[src/rtl/bcd_down_counter_if.sv]
// Control/data bundle for bcd_down_counter: decrement/load requests in,
// packed BCD count and status flags out.
interface bcd_down_counter_if #(
  parameter int unsigned DIGITS = 2
);
  localparam int unsigned W = 4 * DIGITS;

  logic         enable;
  logic         load;
  logic [W-1:0] load_value;
  logic [W-1:0] valor;
  logic         borrow;
  logic         zero;

  // Requester side (control FSM or testbench)
  modport master (
    output enable, load, load_value,
    input  valor, borrow, zero
  );

  // Counter side
  modport slave (
    input  enable, load, load_value,
    output valor, borrow, zero
  );
endinterface

[src/rtl/bcd_down_counter.sv]
// Loadable multi-digit BCD down-counter with a one-cycle borrow pulse on the
// wrap out of all-zeros. Digit k sits in bits [4k+3:4k], digit 0 is the LSD.
// Optional build macro BCD_DOWN_RELOAD_EN: the wrap reloads the clamped
// load_value instead of all-9s, turning the block into a periodic reload timer.
module bcd_down_counter #(
  parameter int unsigned DIGITS = 2
) (
  input logic              clock,
  input logic              reset,
  bcd_down_counter_if.slave bus
);
  localparam int unsigned W = 4 * DIGITS;

  logic [W-1:0] valor_q;
  logic [W-1:0] valor_nxt;
  logic [W-1:0] clamped;
  logic [W-1:0] decremented;
  logic         borrow_q;
  logic         borrow_nxt;
  logic         borrow_chain;

  function automatic logic [3:0] clamp_digit(input logic [3:0] d);
    return (d > 4'd9) ? 4'd9 : d;
  endfunction

  // Per-digit clamp of the preload so valor never holds a non-BCD digit
  always_comb begin
    clamped = '0;
    for (int unsigned k = 0; k < DIGITS; k++) begin
      clamped[4*k +: 4] = clamp_digit(bus.load_value[4*k +: 4]);
    end
  end

  // Borrow chain resolved in one cycle; a digit moves only if all lower digits were 0.
  // When the chain survives every digit the count was zero and the result is all-9s.
  always_comb begin
    decremented  = valor_q;
    borrow_chain = 1'b1;
    for (int unsigned k = 0; k < DIGITS; k++) begin
      if (borrow_chain) begin
        if (valor_q[4*k +: 4] == 4'd0) begin
          decremented[4*k +: 4] = 4'd9;
        end else begin
          decremented[4*k +: 4] = valor_q[4*k +: 4] - 4'd1;
          borrow_chain          = 1'b0;
        end
      end
    end
  end

  // Next-state selection: load, then decrement/wrap, then hold
  always_comb begin
    valor_nxt  = valor_q;
    borrow_nxt = 1'b0;
    if (bus.load) begin
      valor_nxt = clamped;
    end else if (bus.enable) begin
      borrow_nxt = borrow_chain;
`ifdef BCD_DOWN_RELOAD_EN
      valor_nxt  = borrow_chain ? clamped : decremented;
`else
      valor_nxt  = decremented;
`endif
    end
  end

  // Count and borrow registers, cleared asynchronously
  always_ff @(posedge clock or posedge reset) begin
    if (reset) begin
      valor_q  <= '0;
      borrow_q <= 1'b0;
    end else begin
      valor_q  <= valor_nxt;
      borrow_q <= borrow_nxt;
    end
  end

  assign bus.valor  = valor_q;
  assign bus.borrow = borrow_q;
  assign bus.zero   = (valor_q == W'(0));

endmodule

[src/flat_wrapper.sv]
// flat-port wrapper written by rule: the top's interface ports become plain ports
module bcd_down_counter_flat 
#(
  parameter int unsigned DIGITS = 2
)
  (clock, reset, bus_enable, bus_load, bus_load_value, bus_valor, bus_borrow, bus_zero);
  bcd_down_counter_if #(.DIGITS(DIGITS)) bus_i ();
  input logic clock;
  input logic reset;
  input wire logic [$bits(bus_i.enable)-1:0] bus_enable;
  input wire logic [$bits(bus_i.load)-1:0] bus_load;
  input wire logic [$bits(bus_i.load_value)-1:0] bus_load_value;
  output wire logic [$bits(bus_i.valor)-1:0] bus_valor;
  output wire logic [$bits(bus_i.borrow)-1:0] bus_borrow;
  output wire logic [$bits(bus_i.zero)-1:0] bus_zero;
  assign bus_i.enable = bus_enable;
  assign bus_i.load = bus_load;
  assign bus_i.load_value = bus_load_value;
  assign bus_valor = bus_i.valor;
  assign bus_borrow = bus_i.borrow;
  assign bus_zero = bus_i.zero;
  bcd_down_counter #(.DIGITS(DIGITS)) u_core (.clock(clock), .reset(reset), .bus(bus_i));
endmodule
[config.mk]
export PLATFORM = sky130hd
export DESIGN_NAME = bcd_down_counter_flat
export DESIGN_NICKNAME = d
export VERILOG_FILES = /design/src/rtl/bcd_down_counter_if.sv /design/src/rtl/bcd_down_counter.sv /design/src/flat_wrapper.sv
export SDC_FILE = /design/constraint.sdc
export NUM_CORES = 1
export LEC_CHECK = 0
export ABC_AREA = 1
export CORE_AREA = 2 2 39 41
export CTS_BUF_LIST = sky130_fd_sc_hd__clkbuf_2
export DETAILED_ROUTE_END_ITERATION = 10
export DIE_AREA = 0 0 41 43
export PLACE_DENSITY = 0.8
export SLEW_MARGIN = 20
export SYNTH_ARGS = -nofsm -noshare
export SYNTH_HDL_FRONTEND = slang
export SYNTH_SLANG_ARGS = --single-unit
export TNS_END_PERCENT = 100
[constraint.sdc]
create_clock -name clock -period 1.7 [get_ports clock]
set_clock_uncertainty 0.05 [all_clocks]
set_input_delay 0.34 -clock clock [delete_from_list [all_inputs] [get_ports clock]]
set_output_delay 0.34 -clock clock [all_outputs]
set_load 0.01 [all_outputs]
# Word level (Yosys, flattened, before mapping)
# Cells that the tools add are included.
# word_totals
register_bits	9
in_bits	12
out_inout_bits	10
elab_cells	25
# op_classes
addsub	2
magnitude_cmp	2
n_mux	12
n_reduce_logical	6
# ops
operator	n
two-way mux 4 bit	5
two-way mux 8 bit	2
> comparator 4 bit, second input constant	2
zero test 4 bit	2
zero test 8 bit	1
subtractor 4 x 1 -> 4 bit, second input constant	2
two-way mux 1 bit	5
nonzero test 2 bit	2
AND reduction 2 bit	1

# Depth between registers and ports, before layout
# logic_depth
depth_word	5
depth_mapped	7
depth_no_buf	7

# Least setup slack after synthesis
# Ideal clock, no wire load.
# synth_timing
path_kind	register to output
startpoint	register u_core.valor_q[0] (netlist: u_core.bus.valor[0])
endpoint	output bus_zero
arrival_ns	0.855
t_required_ns	1.310
slack_ns	0.455
path_stages_with_launch	4
n_path_buf	0
path_cell_list	dfrtp_1 -> nor2_4 -> nand2_2 -> nor2_2
# synth_via
elab_chain_cells	1
# synth_rtl
item	line	source
start: declaration	bcd_down_counter.sv:14	logic [W-1:0] valor_q;
start signal: assignment	bcd_down_counter.sv:73	valor_q <= valor_nxt;
zero test 8 bit	bcd_down_counter.sv:80	assign bus.zero = (valor_q == W'(0));
end: declaration	flat_wrapper.sv:15	output wire logic [$bits(bus_i.zero)-1:0] bus_zero;
# Every way passes these cells.

# Worst setup path in the final report
# layout_timing
startpoint	register u_core.valor_q[6] (netlist: u_core.bus.valor[6])
endpoint	output bus_valor[6]
# layout_lines
item	line	source
end: declaration	flat_wrapper.sv:13	output wire logic [$bits(bus_i.valor)-1:0] bus_valor;
# No word-level cell between the ends.

==> key figures <==
Status
  – Status: finished clean

Drt
  – Residual DRC count: 0
  – 1st-iter DRT viols: 22
  – Total wire length: 1480 um
  – Post-route ant nets: 0
  – DR WL/cell: ~11 um
  – Initial DRT Pass Iterations: 4
  – Vias per inst: approximately 4.9
  – Routed vias: 671

GRT
  – Total GRT Usage: between 10% and 20%
  – Global-route wire length before repair: 2380 um
  – Largest net degree at the start of global routing: 18
  – Number of global-route vias before repair: 611
  – Global route total overflow: 0
  – Initial antenna violation count: 0

Pwr
  – Worst vdd ir: 647 uV
  – P per Cell Area: 829 nW/um2
  – Leakage Power: 0.499 nW
  – Total Power Consumption: 0.764 mW

CTS
  – CTS sink count: 9
  – TritonCTS clock tree: done
  – Total CTS buffers: 3
  – Clock tree buffer depth: 2
  – Worst skew pair latency: about 0.23 ns
  – Root Driver: clkbuf_2
  – PostCTS Resize Cnt: 2
  – Worst-path clk slew: around 0.1 ns
  – H-tree Lvls: 1
  – Setup repair bufs after CTS: 0
  – Hold_buf cts: 0

Worst setup path
  – Setup crit end kind: output port
  – Startpoint Class: flop
  – Req. time, crit path: between 1 and 1.5 ns
  – WS Path Type: flop to output port
  – Worst EP arrival: 1.27 ns
  – Max FO, Critical Path: 3

STA
  – Final WS setup: 0.0422 ns
  – Fin crit share: a little under 100%
  – Slew @ Worst Pin: between 0.3 and 0.4 ns
  – Max transition margin: 76.8%
  – Hold violation count in the final report: 0
  – Fin crit period: about 1.7 ns
  – RSZ-0062 raised after global routing: yes
  – Worst hold slack: slightly above 0.3 ns
  – Setup-failing EPs final: 0
  – Max Fclk: 603 MHz
  – Max Slew Vio Count: 0
  – TNS Setup: 0 ns

Finish
  – N_diodes: 0
  – FF+latch area: about 230 um2
  – Proportion of layout cells with a drive suffix above 1: between 20% and 30%
  – Finished Layout Cells: 137
  – Nets: 134
  – Post-route core utilization: 66.6%
  – Footprint of the multi-input gates: 308 um2
  – Filler instances: 124
  – Design area: 922 um2
  – Area Overhead vs Synth: 60.6%

Yosys
  – Synthesized area: 574 um2
  – Synth top cells by count: nand2_1 (30), nand3_1 (11), dfrtp_1 (9), inv_1 (9), nor2_1 (8)
  – Top cells by area, synth: dfrtp_1 (39%), nand2_1 (20%), nand3_1 (9.6%)
  – Syn_nets: 97
  – Asr flop ratio synth: between 90% and 100%
  – Post-Syn Instances: 85
  – Yosys top cell area share: about two fifths
  – Post-synth top area cell: dfrtp_1
  – EDFF count, synth: 0
  – #FFs+latches synth: 9
  – Yosys warnings: 0
  – Register area share after synthesis: 39.2%
  – Syn_area_per_cell: 6.76 um2
  – Most frequent cell after synthesis: nand2_1
  – Dominant synthesized flop cell: dfrtp_1
  – Netlist cell types: 17

Floorplanning
  – Die height: roughly 43 um
  – IO Pins: 22
  – Die Area: between 1500 and 2000 um2
  – Starting density of the core: 41.5%
  – Core area: 1380 um2
  – Num rows: 14
  – Chip width: 41 um

Place
  – Setup WS pre-CTS: 0.0380 ns
  – Routability congestion estimate: a little under 0.9
  – Dpl cells: ~130
  – Cell Area, Placed: roughly 900 um2
  – IO Port Bufs: 21
  – Dpl hpwl: 1170 um

Hold path
  – Hold Crit Class: primary input to async pin

Flow run
  – Maxcap violations: 0
## power breakdown
group / leakage (nW) / switching, mW / internal, mW
clock: 0.0166 / 0.0744 / 0.0626
sequential: 0.110 / 0.0280 / 0.250
combinational: 0.372 / 0.164 / 0.185
## flip-flops by register name, summed over array words and instances, names as in the netlist
name,count
u_core.bus.borrow,1
u_core.bus.valor,8
## per-layer routing
layer / track usage, % / wire length (um) / up-vias
met1: 26.4 / 613 / 304
met2: 30.9 / 751 / 21
met3: 1.57 / 103 / 2
li1: - / - / 344
met4: 6.00 / 13 / 0
met5: 0 / 0 / -
## final timing paths
check	from	end	slack [ns]	depth (start not counted)
setup / recovery	u_core.bus.valor[6]$_DFFE_PP0P_	bus_valor[6]	0.04	2
hold / removal	reset	u_core.bus.valor[2]$_DFFE_PP0P_	0.30	2
setup reg to reg	u_core.bus.valor[0]$_DFFE_PP0P_	u_core.bus.valor[7]$_DFFE_PP0P_	0.42	7
hold reg to reg	u_core.bus.valor[7]$_DFFE_PP0P_	u_core.bus.borrow$_DFF_PP0_	0.56	3
max in group asynchronous	reset	u_core.bus.valor[0]$_DFFE_PP0P_	1.04	2
min in group clock	u_core.bus.valor[7]$_DFFE_PP0P_	u_core.bus.borrow$_DFF_PP0_	0.56	3
## layout make-up
cell class	instances	area share [%]
multi-input cells	65	33.4
repair buffers	33	33.8
flip-flops and latches	9	24.4
clock buffers	4	2.17
well taps	16	2.17
inverters	10	4.07
## critical path: stages, from the launching register on
cell,delay [ns]
dfrtp_1,0.38
buf_4,0.13
clkdlybuf4s50_1,0.53
## cell families after synthesis
| kind of cell | count (synthesis) | share of synthesized area, % |
|---|---|---|
| flip-flops | 9 | 39.2 |
| AND/OR/NAND/NOR | 56 | 43.6 |
| AO/OA/AOI/OAI | 9 | 8.71 |
| buffers and inverters | 11 | 8.50 |
## cell usage in the layout, fill, tap and decap left out, types with 2 or more instances in the layout
master / instances
nand2_1: 30
clkdlybuf4s50_1: 15
buf_4: 12
nand3_1: 11
inv_1: 9
dfrtp_1: 9
o21ai_0: 6
nor2_1: 5
dlymetal6s2s_1: 5
nor2_2: 4
clkbuf_2: 4
nand4_1: 2
Note: power is estimated with default switching activity, not from simulation.
==> RTL edit: new RTL, same flow settings <==
`DIGITS` is set to 2 in 3 places; all go to 1.
--- a/src/rtl/bcd_down_counter_if.sv
+++ b/src/rtl/bcd_down_counter_if.sv
@@ -1,7 +1,7 @@
 // Control/data bundle for bcd_down_counter: decrement/load requests in,
 // packed BCD count and status flags out.
 interface bcd_down_counter_if #(
-  parameter int unsigned DIGITS = 2
+  parameter int unsigned DIGITS = 1
 );
   localparam int unsigned W = 4 * DIGITS;
 
--- a/src/rtl/bcd_down_counter.sv
+++ b/src/rtl/bcd_down_counter.sv
@@ -3,7 +3,7 @@
 // Optional build macro BCD_DOWN_RELOAD_EN: the wrap reloads the clamped
 // load_value instead of all-9s, turning the block into a periodic reload timer.
 module bcd_down_counter #(
-  parameter int unsigned DIGITS = 2
+  parameter int unsigned DIGITS = 1
 ) (
   input logic              clock,
   input logic              reset,
--- a/src/flat_wrapper.sv
+++ b/src/flat_wrapper.sv
@@ -1,7 +1,7 @@
 // flat-port wrapper written by rule: the top's interface ports become plain ports
 module bcd_down_counter_flat 
 #(
-  parameter int unsigned DIGITS = 2
+  parameter int unsigned DIGITS = 1
 )
   (clock, reset, bus_enable, bus_load, bus_load_value, bus_valor, bus_borrow, bus_zero);
   bcd_down_counter_if #(.DIGITS(DIGITS)) bus_i ();
Interface: changed (resized bus_load_value and bus_valor); port bits go from 22 to 14. No check against the original RTL was run, so the function may have changed too.
==> RTL edit against the original RTL <==
- cell count decreased by 45%
- power shrank 49%
- sequential cell count fell by 4
- clock power is 17% lower
- cell area decreased by 46%
- setup slack improved by 0.040 ns
- core utilization down 31 points
- wire length down 48%
- synthesized area down 46%
- non-clock buffer count shrank 18
- maximum frequency is 2.5% higher
- combinational power is 61% lower
- critical endpoint is now bus_zero
- largest cell class is now multi-input gates
==> RTL edit: results (changes against the original RTL) <==
metric,value,unit,change
compound-gate portion of the synthesized area,10.0,%,+1.3 points
routed via count,332,,-51%
post-CTS clock slew at the launch and capture registers of the worst setup and hold paths,0.06,ns,-0.04 ns
class of the tightest hold or removal check,in2async,,
post-synthesis net count,49,,-49%
number of buffers added by the clock tree synthesis step,3,,unchanged
top post-synthesis cells by area,"sky130_fd_sc_hd__dfrtp_1 40%, sky130_fd_sc_hd__nand3_1 11%, sky130_fd_sc_hd__nand2_1 8.4%",,
proportion of layout cells with a drive suffix above 1,23.3,%,+2.7 points
CP peak stage delay,0.39,ns,-0.14 ns
peak fanout along the critical path,2,,-1
Post-DP HPWL,637,um,-46%
Post CTS Setup Buffer Count,0,,unchanged
outcome,"complete, no violations",,
placed instance area,477,um2,-46%
final hold slack,0.262,ns,-0.0403 ns
pin count of the biggest net entering global routing,8,,-10
"Seq/Total Area, Yosys",40.2,%,+0.94 points
crit path max-delay cell type,sky130_fd_sc_hd__dfrtp_1,,
number of gates resized after CTS,1,,-1
number of antenna violations at the first check in global routing,0,,unchanged
die area,0.00176,mm2,unchanged
largest voltage drop on the vdd net,474,uV,-27%
Post-Synth Adder-Cell Area,0,%,unchanged
PortBufs,13,,-38%
number of H-tree levels,1,,unchanged
number of flip-flops in the largest register,4,,-4
DR iter-0 viols,5,,-77%
worst reg2reg endpoint,u_core.bus.valor[2]$_DFFE_PP0P_,,
number of nets in the layout,69,,-49%
headroom to the max-slew limit,85.8,%,+9.0 points
ranking of synthesized cells by instance count,"7 x sky130_fd_sc_hd__nand2_1, 7 x sky130_fd_sc_hd__nand3_1, 6 x sky130_fd_sc_hd__inv_1, 5 x sky130_fd_sc_hd__dfrtp_1, 3 x sky130_fd_sc_hd__nor2_1",,
register-to-register path setup slack,0.58,ns,+0.16 ns
Synth cell types,15,,-2
static leakage,0.251,nW,-50%
internal power component,0.267,mW,-46%
Worst R2R Start,u_core.bus.valor[1]$_DFFE_PP0P_,,
wire length of the first global-routing pass,1.30,mm,-45%
RD Place Congestion,0.789,,-11%
Register-to-Register Path Depth,5,,-2
number of antenna diodes,0,,unchanged
total routing usage reported by global routing,11.3,%,-8.0 points
worst-skew pair later-pin latency,0.22,ns,
detailed-route wire length,772,um,-48%
CP Data Arrival Time,1.23,ns,-0.04 ns
filler instances,145,,+17%
-- RTL edit: worst max path at each step --
| stage | cells past startpoint | end | startpoint | slack (ns) |
|---|---|---|---|---|
| 2_1_floorplan | 2 | bus_zero | u_core.bus.valor[2]$_DFFE_PP0P_ | 0.50 |
| 3_3_place_gp | 3 | bus_zero | u_core.bus.valor[2]$_DFFE_PP0P_ | 0.08 |
| 3_5_place_dp | 3 | bus_zero | u_core.bus.valor[2]$_DFFE_PP0P_ | 0.05 |
| 4_1_cts | 3 | bus_zero | u_core.bus.valor[2]$_DFFE_PP0P_ | 0.06 |
| 5_1_grt | 3 | bus_zero | u_core.bus.valor[2]$_DFFE_PP0P_ | 0.02 |
| 6_report | 3 | bus_zero | u_core.bus.valor[2]$_DFFE_PP0P_ | 0.08 |
-- RTL edit: area by class of cell --
class	instances	share of cell area, %
Inverter	8	6.06
Timing Repair Buffer	15	29.0
Sequential cell	5	25.3
Tap cell	16	4.04
Multi-Input combinational cell	28	31.6
Clock buffer	4	4.04
-- RTL edit: critical path, delay by kind of cell, from the launching register on --
| kind | cells | cell delay (ns) |
|---|---|---|
| simple gates | 2 | 0.36 |
| flops | 1 | 0.39 |
| buf+inv | 1 | 0.27 |
-- RTL edit: cell families (layout without fill, tap and decap cells) --
family | count (synthesis) | count (layout)
and+or+nand+nor | 23 | 23
buffers and inverters | 8 | 27
AOI/OAI and AO/OA | 5 | 5
DFF | 5 | 5
-- RTL edit: through the flow --
stage / util [%] / worst slack (ns) / std cells
detailed placement: 34.4 / 0.0535 / 72
CTS: 35.8 / 0.0633 / 76
finish: 35.8 / 0.0826 / 76
global route: 35.8 / 0.0229 / 76
floorplan: - / 0.498 / 41
global placement: 34.4 / 0.0787 / 72
-- RTL edit: per-layer routing --
metal | vias to the layer above | track usage, % | wire length, um
met5 | - | 0 | 0
met4 | 0 | 4.00 | 0
met3 | 0 | 6.28 | 37
met2 | 8 | 17.5 | 434
met1 | 155 | 12.5 | 300
li1 | 169 | - | -
-- RTL edit: power groups by stage --
stage          sequential [mW]  combinational (mW)  clock (mW)
4_1_cts                  0.143               0.139       0.122
2_1_floorplan            0.153              0.0574           0
5_1_grt                  0.145               0.151       0.127
6_report                 0.143               0.136       0.114
3_3_place_gp             0.144               0.136           0
3_5_place_dp             0.145               0.139           0
